--- src/rtl/clint_arb_pkg.sv ---
// rtl/clint_arb_pkg.sv - shared FSM encoding, defaults and helpers for the CLINT arbiter
package clint_arb_pkg;

    // Arbiter transaction phases; one transaction outstanding at a time.
    typedef enum logic [1:0] {
        ST_IDLE  = 2'd0,
        ST_GRANT = 2'd1,
        ST_WAIT  = 2'd2,
        ST_RESP  = 2'd3
    } arb_state_t;

    // Watchdog limit in cycles; must exceed the slowest slave latency.
    localparam int TIMEOUT_CYCLES_DEFAULT = 16;

    // Supported requester count range.
    localparam int N_REQ_MIN = 2;
    localparam int N_REQ_MAX = 8;

    // Width of a requester index; never zero so single-bit vectors stay legal.
    function automatic int idx_width(input int n);
        return (n > 1) ? $clog2(n) : 1;
    endfunction

endpackage

--- src/rtl/clint_rr_picker.sv ---
// rtl/clint_rr_picker.sv - combinational round-robin selector: first request at or after ptr
module clint_rr_picker
    import clint_arb_pkg::*;
#(
    parameter int N_REQ = 2,
    parameter int IDX_W = idx_width(N_REQ)
) (
    input  logic [N_REQ-1:0] req,
    input  logic [IDX_W-1:0] ptr,
    output logic [N_REQ-1:0] grant,
    output logic [IDX_W-1:0] index,
    output logic             any
);

    // Candidate position walking cyclically from ptr; one extra bit so the
    // wrap test works for non-power-of-two requester counts.
    logic [IDX_W:0] cand;

    // Scan N_REQ positions starting at ptr and keep the first active one.
    always_comb begin
        grant = '0;
        index = '0;
        any   = 1'b0;
        cand  = '0;
        for (int k = 0; k < N_REQ; k++) begin
            cand = {1'b0, ptr} + (IDX_W + 1)'(k);
            if (cand >= (IDX_W + 1)'(N_REQ)) begin
                cand = cand - (IDX_W + 1)'(N_REQ);
            end
            if (!any && req[cand[IDX_W-1:0]]) begin
                any                     = 1'b1;
                index                   = cand[IDX_W-1:0];
                grant[cand[IDX_W-1:0]]  = 1'b1;
            end
        end
    end

endmodule

--- src/rtl/clint_arbiter.sv ---
// rtl/clint_arbiter.sv - round-robin arbiter sharing one CLINT port; CLINT_ARB_TIMEOUT_EN adds a response watchdog
module clint_arbiter
    import clint_arb_pkg::*;
#(
    parameter int ADDR_W         = 32,
    parameter int DATA_W         = 32,
    parameter int N_REQ          = 2,
    parameter int TIMEOUT_CYCLES = TIMEOUT_CYCLES_DEFAULT
) (
    input  logic                        clk,
    input  logic                        reset,
    input  logic [N_REQ-1:0]            req_valid,
    input  logic [N_REQ*ADDR_W-1:0]     req_address,
    input  logic [N_REQ*DATA_W-1:0]     req_wdata,
    input  logic [N_REQ*(DATA_W/8)-1:0] req_wstrb,
    output logic [N_REQ*DATA_W-1:0]     req_rdata,
    output logic [N_REQ-1:0]            req_ready,
    output logic [N_REQ-1:0]            req_err,
    output logic                        m_valid,
    output logic [ADDR_W-1:0]           m_address,
    output logic [DATA_W-1:0]           m_wdata,
    output logic [DATA_W/8-1:0]         m_wstrb,
    input  logic [DATA_W-1:0]           m_rdata,
    input  logic                        m_ready
);

    localparam int IDX_W  = idx_width(N_REQ);
    localparam int STRB_W = DATA_W / 8;

    // Reject configurations the requester index and slicing cannot support.
    if (N_REQ < N_REQ_MIN || N_REQ > N_REQ_MAX || TIMEOUT_CYCLES < 1) begin : g_param_check
        $error("clint_arbiter: parameter out of range");
    end

    arb_state_t          state;
    logic [IDX_W-1:0]    ptr;
    logic [IDX_W-1:0]    gidx;
    logic [IDX_W-1:0]    next_ptr;

    logic [N_REQ-1:0]    pick_grant;
    logic [IDX_W-1:0]    pick_index;
    logic                pick_any;

    logic [ADDR_W-1:0]   sel_address;
    logic [DATA_W-1:0]   sel_wdata;
    logic [STRB_W-1:0]   sel_wstrb;

`ifdef CLINT_ARB_TIMEOUT_EN
    localparam int CNT_W = $clog2(TIMEOUT_CYCLES + 1);
    logic [CNT_W-1:0]    wait_cnt;
    logic [N_REQ-1:0]    err_q;
    assign req_err = err_q;
`else
    assign req_err = '0;
`endif

    clint_rr_picker #(
        .N_REQ (N_REQ),
        .IDX_W (IDX_W)
    ) u_picker (
        .req   (req_valid),
        .ptr   (ptr),
        .grant (pick_grant),
        .index (pick_index),
        .any   (pick_any)
    );

    // Priority restarts just after the requester served last.
    assign next_ptr = (gidx == IDX_W'(N_REQ - 1)) ? '0 : gidx + 1'b1;

    // One-hot AND-OR mux of the winning requester's fields.
    always_comb begin
        sel_address = '0;
        sel_wdata   = '0;
        sel_wstrb   = '0;
        for (int i = 0; i < N_REQ; i++) begin
            if (pick_grant[i]) begin
                sel_address = sel_address | req_address[i*ADDR_W +: ADDR_W];
                sel_wdata   = sel_wdata   | req_wdata[i*DATA_W +: DATA_W];
                sel_wstrb   = sel_wstrb   | req_wstrb[i*STRB_W +: STRB_W];
            end
        end
    end

    // Transaction FSM with registered master and response outputs.
    always_ff @(posedge clk or posedge reset) begin
        if (reset) begin
            state     <= ST_IDLE;
            ptr       <= '0;
            gidx      <= '0;
            m_valid   <= 1'b0;
            m_address <= '0;
            m_wdata   <= '0;
            m_wstrb   <= '0;
            req_ready <= '0;
            req_rdata <= '0;
`ifdef CLINT_ARB_TIMEOUT_EN
            wait_cnt  <= '0;
            err_q     <= '0;
`endif
        end else begin
            req_ready <= '0;
`ifdef CLINT_ARB_TIMEOUT_EN
            err_q     <= '0;
`endif
            case (state)
                ST_IDLE: begin
                    if (pick_any) begin
                        gidx      <= pick_index;
                        m_address <= sel_address;
                        m_wdata   <= sel_wdata;
                        m_wstrb   <= sel_wstrb;
                        m_valid   <= 1'b1;
                        state     <= ST_GRANT;
                    end
                end
                ST_GRANT: begin
                    m_valid <= 1'b0;
                    state   <= ST_WAIT;
                end
                ST_WAIT: begin
                    if (m_ready) begin
                        req_rdata[gidx*DATA_W +: DATA_W] <= m_rdata;
                        req_ready[gidx]                  <= 1'b1;
                        state                            <= ST_RESP;
`ifdef CLINT_ARB_TIMEOUT_EN
                        wait_cnt                         <= '0;
                    end else if (wait_cnt == CNT_W'(TIMEOUT_CYCLES)) begin
                        req_rdata[gidx*DATA_W +: DATA_W] <= '1;
                        req_ready[gidx]                  <= 1'b1;
                        err_q[gidx]                      <= 1'b1;
                        state                            <= ST_RESP;
                        wait_cnt                         <= '0;
                    end else begin
                        wait_cnt <= wait_cnt + 1'b1;
`endif
                    end
                end
                ST_RESP: begin
                    ptr   <= next_ptr;
                    state <= ST_IDLE;
                end
                default: begin
                    state <= ST_IDLE;
                end
            endcase
        end
    end

endmodule
--- config.mk ---
export PLATFORM = sky130hd
export DESIGN_NAME = clint_arbiter
export DESIGN_NICKNAME = d
export VERILOG_FILES = /design/src/rtl/clint_arb_pkg.sv /design/src/rtl/clint_rr_picker.sv /design/src/rtl/clint_arbiter.sv
export SDC_FILE = /design/constraint.sdc
export NUM_CORES = 1
export LEC_CHECK = 0
export CAP_MARGIN = 20
export CORE_ASPECT_RATIO = 1.1
export CORE_MARGIN = 4
export CORE_UTILIZATION = 30
export DETAILED_ROUTE_END_ITERATION = 8
export PLACE_DENSITY = 0.7
export SLEW_MARGIN = 5
export SYNTH_ARGS = -nofsm -noshare
export SYNTH_HDL_FRONTEND = slang
export SYNTH_HIERARCHICAL = 1
export SYNTH_SLANG_ARGS = --single-unit
--- constraint.sdc ---
create_clock -name clk -period 5.55 [get_ports clk]
set_input_delay 0.8325 -clock clk [delete_from_list [all_inputs] [get_ports clk]]
set_output_delay 0.8325 -clock clk [all_outputs]
set_load 0.05 [all_outputs]
Yosys cells after proc, flatten, opt, wreduce, memory -nomap -nowiden
Index checks and enable logic that the tools add are counted.

Register bits after elaboration: 139. Bits in latches: 0. Memory bits (writable): 0. ROM bits: 0. Input bits: 173. Output and inout bits: 137. Logic and storage cells: 77. Memories kept: 0.

$add $sub $neg: 5. Multipliers: 0. Divide/modulo/power cells: 0. $lt $le $gt $ge: 8. Eq/ne operators: 5. Shifts and indexed selects: 2. Muxes and demuxes: 33. Bitwise operators: 4. Reductions and logical operators: 11.

Operators by type and width (number): $mux W32 (4); $bwmux W64 (1); $or A32 B32 Y32 (2); $shift A32 B34 Y64 const A (1); $shiftx A32 B34 Y64 (1); $neg A6 Y34 (1); $mux W1 (15); $mux W2 (6); $mux W4 (2); $pmux W2 S4 (1); $reduce_and A2 Y1 (4); $lt A1 B2 Y1 const B (3); $eq A2 B2 Y1 const B (2); $logic_and A1 B1 Y1 (4); $ne A2 B2 Y1 const B (2); $or A4 B4 Y4 (1); $demux W1 S1 (3); $ge A1 B1 Y1 const B (3); $add A1 B1 Y2 const B (1); $eq A2 B1 Y1 const B (1); $ge A1 B2 Y1 const B (1); $ge A2 B2 Y1 const B (1); $logic_not A2 Y1 (1); $or A2 B2 Y2 (1); 5 further kinds (6).

Logic depth before layout (Yosys ltp)
Gate-level depths: netlist (run 1).

Depth in word-level cells: 12. Mapped depth: 7.

By module
Netlist (run 1), hierarchy kept.

Modules (own cells, without submodules): clint_arbiter (times used 1, cells an instance 473, area each 5858.1 um2, seq. area each 3478.3 um2); clint_rr_picker (times used 1, cells an instance 5, area each 32.5 um2, seq. area each 0.0 um2).

Worst setup path after synthesis (run 1)
OpenSTA, ideal clock, no wires.

Kind: input-to-reg. Start point: in req_valid[1]. End point: reg m_wdata[2]. Data arrival time: 1.654 ns. Required time: 5.413 ns. Setup slack: 3.759 ns. Stages on the path: 6. Cells stage by stage: or2_1 > and2_1 > buf_2 > buf_2 > nor2_1 > a21oi_1.

Longest elaborated chain between the ends: 9.

Ends and longest elaborated chain: from (decl) (line clint_arbiter.sv:12) `input logic [N_REQ-1:0] req_valid,`; $mux W1 (implied by the code) (2 in series) (line clint_rr_picker.sv:30) `if (!any && req[cand[IDX_W-1:0]]) begin`; $mux W1 (line clint_rr_picker.sv:30); $logic_not A1 Y1 (line clint_rr_picker.sv:30); $logic_and A1 B1 Y1 (line clint_rr_picker.sv:30); $mux W2 (line clint_rr_picker.sv:30); $mux W32 (line clint_arbiter.sv:77) `if (pick_grant[i]) begin`; $or A32 B32 Y32 (line clint_arbiter.sv:79) `sel_wdata = sel_wdata | req_wdata[i*DATA_W +: DATA_W];`; $mux W32 (line clint_arbiter.sv:77); to (signal assigned) (line clint_arbiter.sv:111) `m_wdata <= sel_wdata;`; to (decl) (line clint_arbiter.sv:21) `output logic [DATA_W-1:0] m_wdata,`.

Parallel ways exist; a longest one is shown, timed or not. The select of a mux whose other input is x is not followed. A chain may end at the register's enable or synchronous reset.

Worst setup path after layout (run 1)
Start point: in req_valid[0]. End point: reg m_wdata[13].

RTL lines: $mux W1 (implied by the code) (2 in series) (line clint_rr_picker.sv:30); $mux W1 (line clint_rr_picker.sv:30); $logic_not A1 Y1 (line clint_rr_picker.sv:30); $logic_and A1 B1 Y1 (line clint_rr_picker.sv:30); $mux W1 * (line clint_rr_picker.sv:30); via pick_any (line clint_arbiter.sv:42) `logic pick_any;`; $reduce_and A2 Y1 (no source line) *.

The timed path passes the listed nets; every way through them passes the cells marked *. The select of a mux whose other input is x is not followed.

==> results.yml, run 1 <==
synthesis:
  ys_seq_area_share_pct: 59.05
  muxShareOfSynthArea_pct: 14.80
  synthCells: 478
  yosysUniqueCellTypes: 24
  yosys.area_share.adder_pct: 1.274
  synth_compound_area_share_pct: 15.00
  avgSynthCellArea_um2: 12.32
  synthXorXnorAreaFrac_pct: 0
  synth_top_family_by_area: "compound AO/OA/AOI/OAI gates"
  ys_warn_count: 6
  ys_seq_elements: 139
  netlist_area_mm2: 0.005891
  synthSimpleGateAreaFrac_pct: 5.586
sta:
  rsz0062_at_grt: "false"
  drv_slew: 0
  hold_viol: 0
  clock_skew_ns: 0.01184
  hold_slack_ns: 0.5050
  period_needed_ns: 2.753
  fin_setup_tns_ns: 0
  worst_slew_pin_slew_ns: 0.9355
  timing.final.crit_share_pct: 49.60
  relSlewSlack_pct: 37.63
  finalSetupViolations: 0
  timing.fmax_mhz: 363.3
route:
  post-route-drc-count: 0
  drtIter0Drc: 216
  drt-pass1-iter-count: 4
  vias_per_cell: 4.635
  avgRoutedWirePerCell_um: 17.00
  final_antenna_net_count: 0
  vias: 4779
  routed_wl_um: 17530
grt:
  grt_max_degree: 106
  grt_pass1_vias: 4876
  grt_pass1_wl_um: 27300
  grt.total_usage_pct: 15.71
  antenna_found_initial: 0
  grt.overflow.total: 0
clocking:
  path_clk_slew_ns: 0.06
  insertion_delay_ns: 0.42
  cts_root_buf: "clkbuf_16"
  cts_resized: 0
  cts_buffer_depth: 2
  htree_levels: 4
  cts_setup_buffers: 0
  cts.sinks: 139
  cts_tree: "built"
  numCtsBuffers: 17
  ctsHoldBuffers: 0
setup_path:
  end_kind: "register"
  startpoint_type: "input pin"
  required_ns: 5.87
  crit_type: "input pin to register"
  critPathMaxFanout: 91
  cp.arrival_ns: 3.08
place:
  place.port_buffers: 307
  dp_hpwl_um: 12680
  place.gp.congestion: 0.7572
power_and_ir_drop:
  total_power_mw: 6.931
  p_leak_nw: 4.087
  clockPowerShare_pct: 15.3
  switchingPower_mw: 3.352
  combPwrFrac_pct: 58.4
  peakVddDrop_v: 0.0003623
  power_density_mw_per_mm2: 716.4
  p_sw_share_pct: 48.36
  intPower_mw: 3.579
  seq_power_share_pct: 26.3
floorplanning:
  die_w_um: 141.6
  rows: 53
  core_area_mm2: 0.01923
  start_util_pct: 30.63
  die_h_um: 155.0
  pin_count: 310
  dieArea_mm2: 0.02194
outcome:
  status: "completed"
min_path:
  hp-class: "register to register"
finish:
  layout.nets: 950
  drive_gt1_share_pct: 13.65
  num_antenna_cells: 0
  area_delta_synth_final_pct: 64.23
job:
  drv_cap: 0
[cells in the final DEF, fill, tap and decap left out, types with 2 or more instances in the layout]
cell / n
ha_1: 6
mux2i_1: 2
clkdlybuf4s50_1: 307
a21oi_1: 69
buf_4: 5
clkinvlp_4: 6
mux2_2: 35
inv_6: 6
a21boi_4: 2
nor2_1: 70
mux2_1: 2
a22oi_1: 68
inv_8: 3
clkbuf_16: 17
inv_1: 6
conb_1: 2
mux2_4: 29
dfrtp_1: 139
[critical path: stages]
cell	delay, ns
clkdlybuf4s50_1	0.58
or2_1	0.17
and2_4	0.74
buf_4	0.47
nor2_1	0.07
a21oi_1	0.15
[registers in the layout, indices dropped and copies added, names as in the netlist]
register,count
req_rdata,64
m_address,32
m_wdata,32
m_wstrb,4
req_ready,2
state,2
gidx,1
m_valid,1
ptr,1
[area by class of cell]
type / instances / area [um2]
repair buffers: 312 / 3110
well taps: 247 / 309.0
fillers: 1743 / 9557
inverters: 7 / 31.28
multi-input cells: 294 / 2192
flip-flops and latches: 139 / 3478
clock inverters: 15 / 127.6
clock buffers: 17 / 425.4
[power groups by stage]
stage / Combinational [mW] / Clock, mW / Sequential [mW]
after floorplan: 0.953 / 0 / 3.56
after global routing: 4.24 / 1.15 / 1.90
after global placement: 4.05 / 0 / 1.82
after detailed placement: 4.08 / 0 / 1.83
final: 4.05 / 1.06 / 1.82
after CTS: 4.09 / 1.09 / 1.82
[synthesized netlist by cell type]
library cell    n  area (um2)
inv_1           7       26.28
nand3b_4        1       20.02
conb_1          1       3.750
or2_1           1       6.260
buf_6           6       67.56
o21ai_0         1       5.000
mux2_4         29       435.4
mux2_2         35       394.1
buf_2          19       95.09
nor2b_1         1       6.260
ha_1            6       75.07
mux2_1          2       22.52
mux2i_1         2       20.02
a22oi_1        68       510.5
a21oi_1        69       345.3
nand2_1         1       3.750
buf_4           2       15.01
nor2_1         70       262.8
and3_1          1       6.260
a21boi_0        3       22.52
clkbuf_1       12       45.04
and2_1          1       6.260
dfrtp_1       139        3478
nand3_4         1       17.52
[stage by stage]
stage                     cell area, um2  setup slack [ns]  util [%]  cells
after floorplan                     5894            0.9930         -    479
after global placement              9121             2.486     47.43    999
after detailed placement            9121             2.408     47.43    999
after CTS                           9674             2.832     50.31   1031
after global routing                9674             2.607     50.31   1031
final                               9674             2.797     50.31   1031
[kinds of logic (layout without fill, tap and decap cells)]
group,after synthesis,after routing
AO/OA/AOI/OAI,141,141
AND/OR/NAND/NOR,77,77
multiplexers,68,68
adder cells (fa/ha/maj),6,6
buffers and inverters,46,351
other,1,2
flip-flops,139,139
[metal layers]
layer | share of wire (%) | GRT usage (%) | vias to the layer above
met5 | 0 | 0 | -
met1 | 41 | 19.08 | 2299
li1 | - | - | 2290
met2 | 51 | 26.77 | 167
met4 | 2.0 | 5.302 | 0
met3 | 6.3 | 4.488 | 23
[worst paths after layout]
path	startpoint	end	slack [ns]	cells past startpoint
setup / recovery	req_valid[0]	m_wdata[13]	2.80	6
hold / removal	req_rdata[54]	req_rdata[54]	0.50	1
setup reg to reg	state[0]	m_wdata[13]	3.23	6
hold reg to reg	req_rdata[54]	req_rdata[54]	0.50	1
max in group asynchronous	reset	m_address[31]	3.46	3
min in group asynchronous	reset	req_rdata[9]	1.01	2
No activity file was read; power rests on OpenSTA's default activity.
==> run 2, diff against run 1 <==
Clock period 5.55 ns to 2.7 ns, I/O delays scaled along.
==> run 2 against run 1 <==
Net effect:
- flip-flop and latch count did not move
- hold slack got worse by 0.010 ns
- cell count rose by 0.39%
- global-route usage decreased by 0.36 points
- routed wire length shrank 0.11%
- first-iteration DRC count is 7.4% lower
- clock skew shrank 0.0034 ns
- largest cell class unchanged
- largest power group unchanged
==> results.yml, run 2 (synthesis gave the netlist of run 1 again) <==
sta:
  clock_skew_ns: 0.008416
  setup_slack_ns: 0.6392
  timing.final.crit_share_pct: 76.33
  period_needed_ns: 2.061
  relSlewSlack_pct: 50.36
  fin_setup_tns_ns: 0
  rsz0062_at_grt: "false"
  worst_slew_pin_slew_ns: 0.7447
  timing.fmax_mhz: 485.2
  drv_slew: 0
  hold_viol: 0
  finalSetupViolations: 0
min_path:
  hold_depth: 1
  min_from: "req_rdata[57]"
  hold-path-endpoint: "req_rdata[57]"
  hp-class: "register to register"
route:
  vias: 4803
  vias_per_cell: 4.641
  drtIter0Drc: 200
  routed_wl_um: 17510
  avgRoutedWirePerCell_um: 16.92
  post-route-drc-count: 0
  drt-pass1-iter-count: 5
  final_antenna_net_count: 0
setup_path:
  cp_slowest_cell: "clkdlybuf4s50_1"
  startpoint_type: "register"
  end_kind: "output pin"
  path_cells: "clkdlybuf4s50_1"
  critPathMaxFanout: 3
  r2r_start: "state[0]"
  r2r_cells: 4
  required_ns: 2.30
  critical_path.max_stage_delay_ns: 0.88
  regToRegEndpoint: "req_rdata[56]"
  crit_buf_inv: 1
  cp_num_cells: 1
  rrSetupSlack_ns: 0.80
  cp_top_family: "buffers and inverters"
  crit_type: "register to output pin"
  cp.arrival_ns: 1.66
place:
  dp_hpwl_um: 12790
  place.gp.congestion: 0.7797
  place.port_buffers: 307
  place_ws_ns: 0.5242
  placed_cell_area_mm2: 0.009213
clocking:
  cts_resized: 0
  path_clk_slew_ns: 0.07
  ctsHoldBuffers: 0
  cts.sinks: 139
  cts_setup_buffers: 0
  cts_tree: "built"
  insertion_delay_ns: 0.40
  cts_buffer_depth: 2
  numCtsBuffers: 17
  cts_root_buf: "clkbuf_16"
  htree_levels: 4
grt:
  grt.overflow.total: 0
  grt.total_usage_pct: 15.35
  grt_pass1_vias: 4811
  antenna_found_initial: 0
  grt_max_degree: 140
  grt_pass1_wl_um: 26480
outcome:
  status: "completed"
floorplanning:
  die_w_um: 141.6
  die_h_um: 155.0
  dieArea_mm2: 0.02194
  start_util_pct: 30.63
  core_area_mm2: 0.01923
  rows: 53
  pin_count: 310
finish:
  final_cell_mix: "307 x clkdlybuf4s50_1, 139 x dfrtp_1, 70 x nor2_1"
  finish.utilization_pct: 50.80
  layout_commonest_cell: "clkdlybuf4s50_1"
  drive_gt1_share_pct: 14.09
  num_antenna_cells: 0
  area_delta_synth_final_pct: 65.85
  largest_reg_flops: 64
  fin_area_mm2: 0.009769
  layout.nets: 954
  top_regs: "req_rdata: 64 flops, m_address: 32 flops, m_wdata: 32 flops"
  regMostFlops: "req_rdata"
power_and_ir_drop:
  p_leak_nw: 4.136
  total_power_mw: 14.33
  power_density_mw_per_mm2: 1467
  peakVddDrop_v: 0.0007673
job:
  drv_cap: 0
## run 2: changes by cell type in the layout (fill, tap and decap cells not counted)
cell        before  now
buf_12           0    5
buf_4            5    4
clkinv_4         0    4
clkinvlp_4       6    4
inv_6            6    4
## run 2: how the worst max path moves through the flow
stage                      start            end  slack [ns]
finish                   m_valid        m_valid        0.64
CTS                      m_valid        m_valid        0.62
detailed placement  req_valid[0]     m_wdata[1]        0.52
global route             m_valid        m_valid        0.57
floorplan                  reset           gidx        0.56
global placement         m_ready  req_rdata[56]        0.62
## run 2: routing by layer
layer  track usage, %  share of wire, %  up-vias  wire, um
met5                0                 0        -         0
met3            4.150               7.1       20      1252
li1                 -                 -     2303         -
met1            18.86                41     2312      7117
met2            26.28                50      168      8831
met4            4.799               1.8        0       311
## run 2: per-stage QoR
step	instances	hold slack (ns)
floorplan	479	0.5069
global placement	1003	0.4784
detailed placement	1003	0.4831
CTS	1035	0.4993
global route	1035	0.5121
finish	1035	0.4947
## run 2: power by group
part / internal (mW) / switching (mW) / total (mW)
clock: 1.21 / 0.990 / 2.20
combinational: 3.05 / 5.35 / 8.40
sequential: 3.16 / 0.568 / 3.73
total: 7.42 / 6.91 / 14.3
## run 2: cell type report
class | instances | area (um2)
Clock inverter | 15 | 131.4
Fill cell | 1734 | 9462
Sequential cell | 139 | 3478
Inverter | 7 | 30.03
Clock buffer | 17 | 425.4
Timing Repair Buffer | 316 | 3203
Tap cell | 247 | 309.0
Multi-Input combinational cell | 294 | 2192
==> run 3, diff against run 2 <==
Clock period 2.7 ns to 2.13 ns, I/O delays scaled along.
==> run 3 against run 2 <==
Net effect:
- sequential share of layout area shrank 0.37 points
- clock skew up 0.0064 ns
- routed wire length rose by 0.38%
- global-route usage increased by 0.33 points
- die area did not move
- worst setup slack got worse by 0.44 ns
- hold slack lost 0.098 ns
- combinational power is 27% higher
- clock-buffer cell count is 1 higher
- sequential power is 27% higher
==> results.yml, run 3 (synthesis gave the netlist of run 1 again) <==
finish:
  layout_commonest_cell: "clkdlybuf4s50_1"
  regMostFlops: "req_rdata"
  final_cell_mix: "307 x clkdlybuf4s50_1, 139 x dfrtp_1, 70 x nor2_1"
  area_delta_synth_final_pct: 67.57
  largest_reg_flops: 64
  fin_cells: 1042
  finish.utilization_pct: 51.33
  drive_gt1_share_pct: 14.84
  layout.nets: 961
  num_antenna_cells: 0
  top_regs: "req_rdata: 64 flops, m_address: 32 flops, m_wdata: 32 flops"
sta:
  relSlewSlack_pct: 62.31
  worst_slew_pin_slew_ns: 0.5636
  setup_slack_ns: 0.1979
  period_needed_ns: 1.932
  clock_skew_ns: 0.01481
  fin_setup_tns_ns: 0
  drv_slew: 0
  finalSetupViolations: 0
  timing.fmax_mhz: 517.6
  timing.final.crit_share_pct: 90.71
  rsz0062_at_grt: "false"
  hold_viol: 0
  hold_slack_ns: 0.3967
setup_path:
  cp.arrival_ns: 1.61
  cp_slowest_cell: "clkdlybuf4s50_1"
  cp_top_family: "buffers and inverters"
  crit_type: "register to output pin"
  end_kind: "output pin"
  rrSetupSlack_ns: 0.30
  crit_buf_inv: 1
  regToRegEndpoint: "req_rdata[21]"
  path_cells: "clkdlybuf4s50_1"
  critPathMaxFanout: 3
  r2r_start: "state[0]"
  required_ns: 1.81
  r2r_cells: 5
  startpoint_type: "register"
  critical_path.max_stage_delay_ns: 0.85
place:
  place.gp.congestion: 0.7939
  dp_hpwl_um: 13140
  place.port_buffers: 307
  place_ws_ns: 0.2033
  placedCellCount: 1010
grt:
  antenna_found_initial: 0
  grt_pass1_wl_um: 27200
  grt_pass1_vias: 4902
  grt_max_degree: 79
  grt.overflow.total: 0
  grt.total_usage_pct: 15.68
clocking:
  cts_tree: "built"
  numCtsBuffers: 17
  cts_root_buf: "clkbuf_16"
  cts.sinks: 139
  htree_levels: 4
  insertion_delay_ns: 0.41
  cts_setup_buffers: 0
  path_clk_slew_ns: 0.06
  cts_buffer_depth: 2
  cts_resized: 0
  ctsHoldBuffers: 0
route:
  avgRoutedWirePerCell_um: 16.87
  drt-pass1-iter-count: 4
  drtIter0Drc: 192
  final_antenna_net_count: 0
  vias: 4813
  routed_wl_um: 17580
  vias_per_cell: 4.619
  post-route-drc-count: 0
power_and_ir_drop:
  seq_power_share_pct: 26.0
  p_leak_nw: 4.182
  peakVddDrop_v: 0.001053
  switchingPower_mw: 8.753
  combPwrFrac_pct: 58.7
  intPower_mw: 9.496
  power_density_mw_per_mm2: 1849
  clockPowerShare_pct: 15.3
  p_sw_share_pct: 47.97
floorplanning:
  die_w_um: 141.6
  rows: 53
  die_h_um: 155.0
  core_area_mm2: 0.01923
  dieArea_mm2: 0.02194
  start_util_pct: 30.63
  pin_count: 310
outcome:
  status: "completed"
min_path:
  hp-class: "input pin to asynchronous set/reset pin"
job:
  drv_cap: 0
[run 3: changes by cell type in the layout (fill, tap and decap cells not counted), sizes merged]
cell / before / now
buf: 9 / 16
clkbuf: 17 / 18
clkinvlp: 4 / 6
clkinv: 5 / 2
[run 3: stage by stage]
stage	power, mW	instance area (um2)
finish	18.25	9871
floorplan	11.76	5898
global placement	15.45	9303
detailed placement	15.60	9303
CTS	18.49	9871
global route	19.17	9871
[run 3: worst max path at each step]
stage | slack, ns | cells after the start | from | endpoint
after detailed placement | 0.20 | 6 | req_valid[1] | m_wdata[4]
final | 0.20 | 1 | m_valid | m_valid
after global placement | 0.24 | 5 | req_valid[1] | state[1]
after global routing | 0.12 | 1 | m_valid | m_valid
after CTS | 0.15 | 1 | m_valid | m_valid
after floorplan | 0.08 | 1 | reset | gidx
[run 3: cell type report]
class	count	area, um2
fillers	1734	9360
flip-flops and latches	139	3478
repair buffers	323	3293
multi-input cells	294	2192
clock buffers	18	439.2
well taps	247	309.0
clock inverters	14	128.9
inverters	7	30.03
[run 3: routing by layer]
layer / track usage [%] / up-vias / routed length [um]
met4: 5.210 / 0 / 344
li1: - / 2311 / -
met2: 26.62 / 172 / 8993
met5: 0 / - / 0
met1: 19.48 / 2308 / 7002
met3: 3.996 / 22 / 1238
[run 3: power by group through the flow]
| stage | sequential [mW] | clock (mW) | combinational [mW] |
|---|---|---|---|
| floorplan | 9.28 | 0 | 2.48 |
| global route | 4.93 | 3.01 | 11.2 |
| finish | 4.74 | 2.80 | 10.7 |
| global placement | 4.73 | 0 | 10.7 |
| detailed placement | 4.78 | 0 | 10.8 |
| CTS | 4.75 | 2.89 | 10.8 |
==> RTL edit (flow settings as in run 1) <==
Encoding of `arb_state_t`: now one-hot (4 bits for 4 states).
--- a/src/rtl/clint_arb_pkg.sv
+++ b/src/rtl/clint_arb_pkg.sv
@@ -2,11 +2,11 @@
 package clint_arb_pkg;
 
     // Arbiter transaction phases; one transaction outstanding at a time.
-    typedef enum logic [1:0] {
-        ST_IDLE  = 2'd0,
-        ST_GRANT = 2'd1,
-        ST_WAIT  = 2'd2,
-        ST_RESP  = 2'd3
+    typedef enum logic [3:0] {
+        ST_IDLE  = 4'b0001,
+        ST_GRANT = 4'b0010,
+        ST_WAIT  = 4'b0100,
+        ST_RESP  = 4'b1000
     } arb_state_t;
 
     // Watchdog limit in cycles; must exceed the slowest slave latency.
Formal check against the unedited RTL: same outputs for any inputs over 4 cycles, from zero or initial values and one cycle with reset high; so few cycles prove little.
==> RTL edit against run 1 <==
- non-clock buffer count is 1 higher
- worst setup slack worse by 0.086 ns
- wire length is 1.6% higher
- area after synthesis is 2.9% higher
- clock skew is 0.0053 ns lower
- sequential cell count is 2 higher
- largest cell class unchanged
- count of clock-buffer cells in the layout is 6 higher
- highest routed layer unchanged
- combinational power is 9.1% lower
- cell area is 3.0% higher
- total power is 3.9% lower
==> RTL edit: results <==
export IMPL_route_met3_wl_mm=1.231
export IMPL_ys_top_cells_by_area="dfrtp_1 58%, mux2_2 23%, a22o_1 9.8%, mux2_4 2.5%, buf_6 1.3%"
export IMPL_cp_startpoint="req_valid[0]"
export IMPL_crit_fanout=70
export IMPL_dpl_cell_area_um2=9335
export IMPL_clk_latency_ns=0.41
export IMPL_synth_sequential_area_ratio_pct=58.25
export IMPL_preCtsSetupSlack_ns=2.280
export IMPL_reported_leakage_power_uw=0.004331
export IMPL_io_buffers=307
export IMPL_placed_cells=941
export IMPL_global_route_wire_length_before_repair_mm=26.83
export IMPL_synthCells=407
export IMPL_netSwitchingPower_uw=2939
export IMPL_crit_reg2reg_launch="state[2]$_DFFE_PP0P_"
export IMPL_via_per_inst=4.697
export IMPL_track_usage_pct=15.34
export IMPL_power_clock_total_uw=1200
export IMPL_worst_hold_startpoint="gidx$_DFFE_PP0P_"
export IMPL_via_count=4575
export IMPL_fin_nets=881
export IMPL_p_seq_share_pct=26.7
export IMPL_netlist_top_cells_count="140 x dfrtp_1, 123 x mux2_2, 68 x a22o_1, 16 x clkbuf_1, 10 x mux2_4"
export IMPL_post_route_cells_drive_above_1_share_pct=24.41
export IMPL_wl_met2_mm=9.517
export IMPL_drt_pre_antenna_iters=6
export IMPL_skew_ns=0.006491
export IMPL_tritoncts_num_buffers=17
export IMPL_n_fill_cell=1752
export IMPL_yosys_cell_count_top_type="dfrtp_1"
export IMPL_place_congestion=0.7596
export IMPL_grt_antenna_before_repair=1
export IMPL_status="finished, final reports clean"
export IMPL_route_layer_met1_wl_mm=6.662
export IMPL_ys_warnings_count=6
export IMPL_highest_signal_layer="met4"
export IMPL_synthArstFlopShare_pct=100.0
export IMPL_cts_hold_buffers_added=0
export IMPL_grt_max_degree=104
export IMPL_worst_slew_margin_rel_pct=36.56
export IMPL_vdd_ir_drop_max_mv=0.3518
export IMPL_clock_power_share_pct=18.0
export IMPL_cts_resized=0
export IMPL_holdCritPathClass="register to register"
export IMPL_synth_lib_cells_used_distinct=26
export IMPL_global_route_usage_met1_pct=17.08
export IMPL_grt_use_met3_pct=3.950
export IMPL_post_dp_hpwl_mm=13.30
export IMPL_initialDrtViolationCount=148
export IMPL_first_global_vias=4926
export IMPL_biggestRegsByFlops="req_rdata (64), m_address (32), m_wdata (32)"
export IMPL_grt_met2_usage_pct=27.91
export IMPL_crit_path_max_incr_delay_ns=0.71
export IMPL_clkTransAtPathRegs_ns=0.05
export IMPL_detail_route_wl_per_cell_um=18.28
export IMPL_crit_path_top_delay_cell="buf_4"
[RTL edit: cell types whose count changed in the layout (fill, tap and decap cells not counted), moves of 3 or more]
cell	before	now
clkinvlp_4	6	1
inv_6	6	2
inv_8	3	0
mux2_4	29	10
o21ai_0	1	4
nor2_1	70	3
clkbuf_1	0	4
a21oi_1	69	2
a22o_1	0	68
ha_1	6	0
bufinv_16	0	4
a22oi_1	68	0
mux2_2	35	123
[RTL edit: worst max-delay path, delay by kind of cell]
| family | cells | cell delay (ns) |
|---|---|---|
| buffers and inverters | 2 | 1.28 |
| AND/OR/NAND/NOR | 3 | 0.49 |
| multiplexers | 1 | 0.42 |
[RTL edit: area by class of cell]
cell class,count,area (um2),area share [%]
sequential,141,3530,35.42
timing repair buffer,313,3118,31.29
multi-input combinational,229,2345,23.53
clock buffer,23,467.9,4.696
tap,252,315.3,3.164
clock inverter,9,158.9,1.595
inverter,6,27.53,0.2762
antenna,1,2.502,0.02511
[RTL edit: path summary, 6_finish.rpt]
path                                                  end  slack [ns]  depth (start not counted)
worst max-delay path            m_address[24]$_DFFE_PP0P_        2.71                          6
worst min-delay path                      ptr$_DFFE_PP0N_        0.50                          1
worst max register to register  m_address[24]$_DFFE_PP0P_        3.38                          4
worst min register to register            ptr$_DFFE_PP0N_        0.50                          1
max in group asynchronous        req_rdata[0]$_DFFE_PP0P_        3.46                          3
min in group asynchronous       req_rdata[20]$_DFFE_PP0P_        1.00                          2
[RTL edit: kinds of logic (layout without fill, tap and decap cells)]
family | count (synthesis) | after routing | share of synthesized area, %
muxes | 133 | 133 | 25.34
buffers and inverters | 38 | 351 | 3.490
AOI/OAI and AO/OA | 79 | 79 | 10.96
other | 1 | 3 | 0.06189
DFF | 141 | 141 | 58.25
and+or+nand+nor | 15 | 15 | 1.900
